--- src/rtl/coin_acceptor.sv ---
// coin_acceptor: synchronizes and debounces a coin-slot sensor, classifies the coin and emits accept/reject strobes
module coin_acceptor #(
    parameter int DEBOUNCE = 4,
    parameter int CNT_W    = 8
) (
    input  logic             clk,
    input  logic             reset,
    input  logic             coin_present,
    input  logic [1:0]       coin_type,
    input  logic             accept_en,
    output logic             half,
    output logic             one,
    output logic             reject,
    output logic             busy,
    output logic [CNT_W-1:0] cnt_half,
    output logic [CNT_W-1:0] cnt_one
);
    typedef enum logic [2:0] {IDLE, SETTLE, CLASSIFY, EMIT, CLEAR} state_t;

    localparam logic [3:0] D = 4'(DEBOUNCE);

    state_t           r_state;
    logic             r_pres_s1, r_pres_s2;
    logic [1:0]       r_type_s1, r_type_s2;
    logic [1:0]       r_type;
    logic [3:0]       r_cnt;
    logic             r_half, r_one, r_reject;
    logic [CNT_W-1:0] r_cnt_half, r_cnt_one;
    logic             w_valid;

    assign w_valid  = accept_en && (r_type == 2'b01 || r_type == 2'b10);
    assign half     = r_half;
    assign one      = r_one;
    assign reject   = r_reject;
    assign busy     = r_state != IDLE;
    assign cnt_half = r_cnt_half;
    assign cnt_one  = r_cnt_one;

    // two-flop synchronizer for the raw sensor inputs
    always_ff @(posedge clk or posedge reset) begin
        if (reset) begin
            r_pres_s1 <= 1'b0;
            r_pres_s2 <= 1'b0;
            r_type_s1 <= 2'b00;
            r_type_s2 <= 2'b00;
        end else begin
            r_pres_s1 <= coin_present;
            r_pres_s2 <= r_pres_s1;
            r_type_s1 <= coin_type;
            r_type_s2 <= r_type_s1;
        end
    end

    // coin FSM: debounce insertion, classify once, strobe once, debounce removal
    always_ff @(posedge clk or posedge reset) begin
        if (reset) begin
            r_state    <= IDLE;
            r_type     <= 2'b00;
            r_cnt      <= 4'd0;
            r_half     <= 1'b0;
            r_one      <= 1'b0;
            r_reject   <= 1'b0;
            r_cnt_half <= '0;
            r_cnt_one  <= '0;
        end else begin
            r_half   <= 1'b0;
            r_one    <= 1'b0;
            r_reject <= 1'b0;
            case (r_state)
                IDLE: begin
                    if (r_pres_s2) begin
                        r_state <= SETTLE;
                        r_cnt   <= 4'd1;
                        r_type  <= r_type_s2;
                    end
                end
                SETTLE: begin
                    if (!r_pres_s2) begin
                        r_state <= IDLE;
                    end else if (r_type_s2 != r_type) begin
                        r_cnt  <= 4'd1;
                        r_type <= r_type_s2;
                    end else if (r_cnt + 4'd1 == D) begin
                        r_cnt   <= D;
                        r_state <= CLASSIFY;
                    end else begin
                        r_cnt <= r_cnt + 4'd1;
                    end
                end
                CLASSIFY: begin
                    r_cnt <= 4'd0;
                    if (w_valid) begin
                        r_state <= EMIT;
                        r_half  <= r_type == 2'b01;
                        r_one   <= r_type == 2'b10;
                        if (r_type == 2'b01 && r_cnt_half != '1)
                            r_cnt_half <= r_cnt_half + 1'b1;
                        if (r_type == 2'b10 && r_cnt_one != '1)
                            r_cnt_one <= r_cnt_one + 1'b1;
                    end else begin
                        r_state  <= CLEAR;
                        r_reject <= 1'b1;
                    end
                end
                EMIT: begin
                    r_state <= CLEAR;
                    r_cnt   <= 4'd0;
                end
                CLEAR: begin
                    if (r_pres_s2) begin
                        r_cnt <= 4'd0;
                    end else if (r_cnt + 4'd1 == D) begin
                        r_cnt   <= 4'd0;
                        r_state <= IDLE;
                    end else begin
                        r_cnt <= r_cnt + 4'd1;
                    end
                end
                default: r_state <= IDLE;
            endcase
        end
    end
endmodule
--- config.mk ---
export PLATFORM = sky130hd
export DESIGN_NAME = coin_acceptor
export DESIGN_NICKNAME = d
export VERILOG_FILES = /design/src/rtl/coin_acceptor.sv
export SDC_FILE = /design/constraint.sdc
export NUM_CORES = 1
export LEC_CHECK = 0
export BUFFER_PORTS_ARGS = -buffer_cell sky130_fd_sc_hd__buf_4
export CAP_MARGIN = 20
export CORE_AREA = 2 2 58 60
export DETAILED_ROUTE_END_ITERATION = 12
export DIE_AREA = 0 0 60 62
export PLACE_DENSITY_LB_ADDON = 0.3
export SLEW_MARGIN = 20
export SYNTH_ARGS = -nofsm -noshare
export SYNTH_HDL_FRONTEND = slang
export SYNTH_SLANG_ARGS = --single-unit
--- constraint.sdc ---
create_clock -name clk -period 3.1 [get_ports clk]
set_input_delay 0.31 -clock clk [delete_from_list [all_inputs] [get_ports clk]]
set_output_delay 0.31 -clock clk [all_outputs]
set_load 0.02 [all_outputs]
==> results of run 1 <==
==> worst min-delay path, stage by stage <==
cell and delay, ns:
buf_4 0.11, inv_1 0.04, buf_4 0.37
==> cell usage after synthesis, drive strengths merged, types with 4 or more instances <==
cell,number
ha,6
nand3,6
inv,4
and3,7
nand4,6
nand2,10
dfrtp,34
and4,5
nand2b,4
nor2,5
a21oi,4
xor2,4
xnor2,13
o21ai,5
==> worst paths after layout <==
| path | from | endpoint |
|---|---|---|
| worst max register to register | r_type[0] | cnt_half[1] |
| min in group clk | coin_type[0] | r_type_s1[0] |
| worst min register to register | r_pres_s1 | r_pres_s2 |
| worst min-delay path | reset | cnt_half[2] |
| worst max-delay path | r_type[0] | cnt_half[1] |
| max in group asynchronous | reset | cnt_one[1] |
==> power groups by stage <==
| stage | sequential [mW] | clock [mW] | combinational, mW |
|---|---|---|---|
| after CTS | 0.469 | 0.309 | 0.0686 |
| after global routing | 0.472 | 0.325 | 0.0769 |
| after detailed placement | 0.478 | 0 | 0.0683 |
| after global placement | 0.477 | 0 | 0.0656 |
| after floorplan | 0.473 | 0 | 0.0543 |
| final | 0.469 | 0.303 | 0.0675 |
==> per-stage QoR <==
stage / power, mW / setup WS (ns) / area (um2) / cells
floorplan: 0.527 / 1.36 / 1640 / 141
global placement: 0.543 / 1.27 / 1870 / 210
detailed placement: 0.546 / 1.23 / 1870 / 210
CTS: 0.847 / 1.21 / 1950 / 218
global route: 0.873 / 1.03 / 1950 / 218
finish: 0.840 / 1.20 / 1950 / 218
==> sequential cells by signal, summed over array words and instances (netlist names), 2 cells and up <==
register   cells
r_type_s2      2
r_cnt          4
r_state        3
cnt_one        8
r_type_s1      2
r_type         2
cnt_half       8
==> cells by family (layout without fill, tap and decap cells) <==
family,Yosys count,count (layout),synth area share
adders and majority gates,6,6,0.0458
buffers and inverters,7,38,0.0237
DFF,34,34,0.519
xor gates and xnor gates,17,17,0.0954
and+or+nand+nor,53,53,0.205
muxes,3,3,0.0221
AOI/OAI and AO/OA,21,21,0.0893
==> layout make-up <==
cell class / count / area share
Multi-Input combinational cell: 100 / 0.385
Clock buffer: 8 / 0.0405
Inverter: 4 / 0.00771
Timing Repair Buffer: 26 / 0.100
Tap cell: 46 / 0.0296
Sequential cell: 34 / 0.437
==> layer usage <==
metal | share of wire | global-route usage
met5 | 0 | 0
met4 | 0.024 | 0.108
met2 | 0.47 | 0.297
met1 | 0.47 | 0.214
met3 | 0.041 | 0.0435
==> flow_metrics.tcl, run 1 <==
set metrics [dict create \
    start_util 0.516 \
    viasPerCell 5.27 \
    critical_path_class "reg2reg" \
    worstPathCellList "inv_1, ha_1, nor3b_4, and4_1, mux2_4" \
    post-route-util 0.612 \
    power_frac_clock 0.361 \
    cp-end-kind "flop" \
    io_pins 26 \
    max_freq_ghz 0.526 \
    final_common_cell "dfrtp_1" \
    p_per_area_nw_per_um2 431 \
    clk_pin_slew_ns 0.10 \
    gr-usage-all-layers 0.180 \
    io_buffers 25 \
    ctsHoldBuffers 0 \
    startpoint_type "flop" \
    syn2layout_area_growth_pct 18.8 \
    finalWirelength_um 2880 \
    cp_top_family "simple AND/OR/NAND/NOR gates" \
    syn_inst 141 \
    intPower_uw 640 \
    status "finished clean" \
    drv_slew 0 \
    synth_area_leader_cell "dfrtp_1" \
    core_area_um2 3180 \
    tightest_slew_ns 0.422 \
    syn_avg_cell_area_um2 11.6 \
    htreeDepth 2 \
    ys_ff_latch 34 \
    ctsResizeCount 0 \
    postCtsSetupRepairBufs 0 \
    cp.depth 5 \
    period_needed_ns 1.90 \
    tns_ns 0 \
    synthesis.area_um2 1640 \
    power.switching_uw 200 \
    arrival_ns 2.13 \
    hp-class "in2async" \
    final_cell_mix "dfrtp_1 (34), buf_4 (26), xnor2_1 (13), nand2_1 (10)" \
    drv_cap 0 \
    combPwrFrac 0.080 \
    clock-sinks 34 \
    dieArea_um2 3720 \
    cts_buffer_depth 2 \
    holdWs_ns 0.0484 \
    reg2reg_depth 5 \
    nFillCells 262 \
    finalCritPeriodShare 0.614 \
    cts_buffers 5 \
    cpPeakStageDelay_ns 0.41 \
    yosysSeqAreaShare 0.519 \
    route.detailed.drc 0 \
    hold_viol 0 \
    rows 21 \
    firstDrtPassIters 4 \
    slew_headroom 0.719 \
    synth-main-ff-cell "dfrtp_1" \
    synth-edff-count 0 \
    gp_congestion 0.816 \
    grt_start_max_net_pins 35 \
    synth_area_leaders "dfrtp_1 (52%), xnor2_1 (6.9%), ha_1 (4.6%)" \
    root_buffer "clkbuf_4" \
    grt_pass1_wl_um 4860 \
    postRouteAntennaNets 0 \
    fin_nets 183 \
    vias 1148 \
    p_sw_frac 0.238 \
    dp_hpwl_um 2040 \
    rsz0062_at_grt "false" \
    clock_latency_ns 0.34 \
    wl_per_cell_um 13.2 \
    fp.dieH_um 62 \
    grt_pass1_vias 1137 \
    p_leak_nw 0.946 \
    cp_num_buf_inv 1 \
    fin_skew_ns 0.00736 \
    ff2ff_setup_slack_ns 1.20 \
    grt_overflow 0 \
    yosys_warnings 0 \
    setup_violations 0 \
    num_antenna_cells 0 \
    crit_fanout 8 \
    power_frac_seq 0.559 \
    multi_input_area_um2 749 \
    seq_area_um2 851 \
    drive_above_1_share 0.267 \
    cp.required_ns 3.33 \
    drt_iter0_markers 29 \
    async_flop_share 1.00 \
    syn-num-nets 153 \
    cts_tree "done" \
    irDropWorstVdd_uv 309 \
    cp_slowest_cell "and4_1" \
    die_w_um 60 \
    synth.distinct_cells 42 \
    yosysTopAreaCellShare 0.519 \
    antenna_found_initial 0 \
]
Power figures use the tool's default switching activity.
==> run 2: changes to the inputs <==
Clock period 3.1 ns to 2 ns, I/O delays scaled along.
==> flow_metrics.tcl, run 2 (same netlist as run 1, synthesis figures left out) <==
set metrics [dict create \
    arrival_ns 2.08 \
    cp_slowest_cell "dfrtp_1" \
    start_util 0.516 \
    final_common_cell "dfrtp_1" \
    worstPathCellList "inv_1, ha_1, nor3b_4, and3_4, o21a_4, mux2_2" \
    nFillCells 259 \
    clk_pin_slew_ns 0.11 \
    hp-class "in2reg" \
    io_buffers 25 \
    max_freq_ghz 0.539 \
    grt_pass1_vias 1102 \
    clock_latency_ns 0.34 \
    io_pins 26 \
    drv_cap 0 \
    final_cell_mix "dfrtp_1 (34), buf_4 (27), xnor2_1 (13), nand2_1 (10)" \
    crit_fanout 5 \
    finalWirelength_um 2830 \
    r2r-end "cnt_one[1]" \
    place_area_um2 1880 \
    cpPeakStageDelay_ns 0.40 \
    drive_above_1_share 0.271 \
    startpoint_type "flop" \
    wl_per_cell_um 12.7 \
    p_per_area_nw_per_um2 656 \
    finalCritPeriodShare 0.927 \
    vias 1186 \
    hold_start "accept_en" \
    viasPerCell 5.32 \
    multi_input_area_um2 751 \
    timing.rr.start "r_type[0]" \
    drv_slew 0 \
    critical_path_class "reg2reg" \
    reg2reg_depth 6 \
    dieArea_um2 3720 \
    cp-end-kind "flop" \
    gp_congestion 0.836 \
    setup_violations 0 \
    cp.required_ns 2.22 \
    hold_viol 0 \
    status "finished clean" \
    fin_nets 188 \
    die_w_um 60 \
    hold_path_depth 3 \
    grt_overflow 0 \
    fp.dieH_um 62 \
    htreeDepth 2 \
    cts_buffer_depth 2 \
    irDropWorstVdd_uv 503 \
    drt_iter0_markers 42 \
    holdWs_ns 0.104 \
    root_buffer "clkbuf_4" \
    ff2ff_setup_slack_ns 0.15 \
    period_needed_ns 1.85 \
    gr-usage-all-layers 0.186 \
    tns_ns 0 \
    firstDrtPassIters 4 \
    rows 21 \
    grt_start_max_net_pins 35 \
    cts_tree "done" \
    antenna_found_initial 0 \
    cts_buffers 5 \
    route.detailed.drc 0 \
    fin_area_um2 2000 \
    syn2layout_area_growth_pct 21.8 \
    slew_headroom 0.726 \
    tightest_slew_ns 0.411 \
    core_area_um2 3180 \
    whs_endpoint "half" \
    dp_hpwl_um 2010 \
    fin_skew_ns 0.00884 \
    num_antenna_cells 0 \
    grt_pass1_wl_um 5040 \
    p_leak_nw 0.967 \
    postRouteAntennaNets 0 \
    rsz0062_at_grt "false" \
    clock-sinks 34 \
    postCtsSetupRepairBufs 0 \
    seq_area_um2 851 \
]
run 2: layout make-up:
cell class | count | area share
well taps | 46 | 0.0288
repair buffers | 31 | 0.122
clock buffers | 8 | 0.0395
multi-input cells | 100 | 0.376
flip-flops and latches | 34 | 0.426
inverters | 4 | 0.00752
run 2: worst max-delay path by stage:
stage	slack [ns]	depth (start not counted)	start	to
final	0.15	6	r_type[0]	cnt_one[1]
after global routing	0.03	6	r_type[0]	cnt_one[1]
after CTS	0.12	5	r_type[0]	cnt_half[1]
after detailed placement	0.14	5	r_type[0]	cnt_half[1]
after global placement	0.18	5	r_type[0]	cnt_half[1]
after floorplan	0.26	6	r_type[0]	cnt_one[1]
run 2: per-stage QoR:
stage / cells / utilization / setup WS (ns) / power [mW]
6_report: 223 / 0.628 / 0.145 / 1.31
5_1_grt: 223 / 0.628 / 0.0340 / 1.37
4_1_cts: 223 / 0.627 / 0.124 / 1.32
3_5_place_dp: 211 / 0.590 / 0.136 / 0.852
3_3_place_gp: 211 / 0.590 / 0.176 / 0.845
2_1_floorplan: 141 / - / 0.257 / 0.817
run 2: timing repair:
item                                   in CTS  in global routing
resized for setup                           0                  1
endpoints found under the hold margin      37                  0
hold buffers                                4                  0
setup endpoints to repair                   0                  5
run 2: where the power goes:
part | switching (mW) | internal [mW] | leakage (nW) | total (mW)
clock | 0.224 | 0.240 | 0.0446 | 0.464
combinational | 0.0640 | 0.0563 | 0.473 | 0.120
sequential | 0.0196 | 0.704 | 0.450 | 0.724
total | 0.308 | 1.00 | 0.967 | 1.31
run 2: per-layer routing:
metal  vias to the layer above  GRT usage  part of all wire
li1                        569          -                 -
met1                       582      0.239              0.47
met2                        31      0.286              0.47
met3                         4     0.0663             0.050
met4                         0     0.0794             0.014
met5                         -          0                 0
run 2: critical path, delay by kind of cell, from the launching register on:
| family | cells | cell delay [ns] |
|---|---|---|
| multiplexers | 1 | 0.33 |
| AND/OR/NAND/NOR | 2 | 0.46 |
| flip-flops | 1 | 0.40 |
| adder cells (fa/ha/maj) | 1 | 0.34 |
| buffers and inverters | 1 | 0.07 |
| AO/OA/AOI/OAI | 1 | 0.15 |
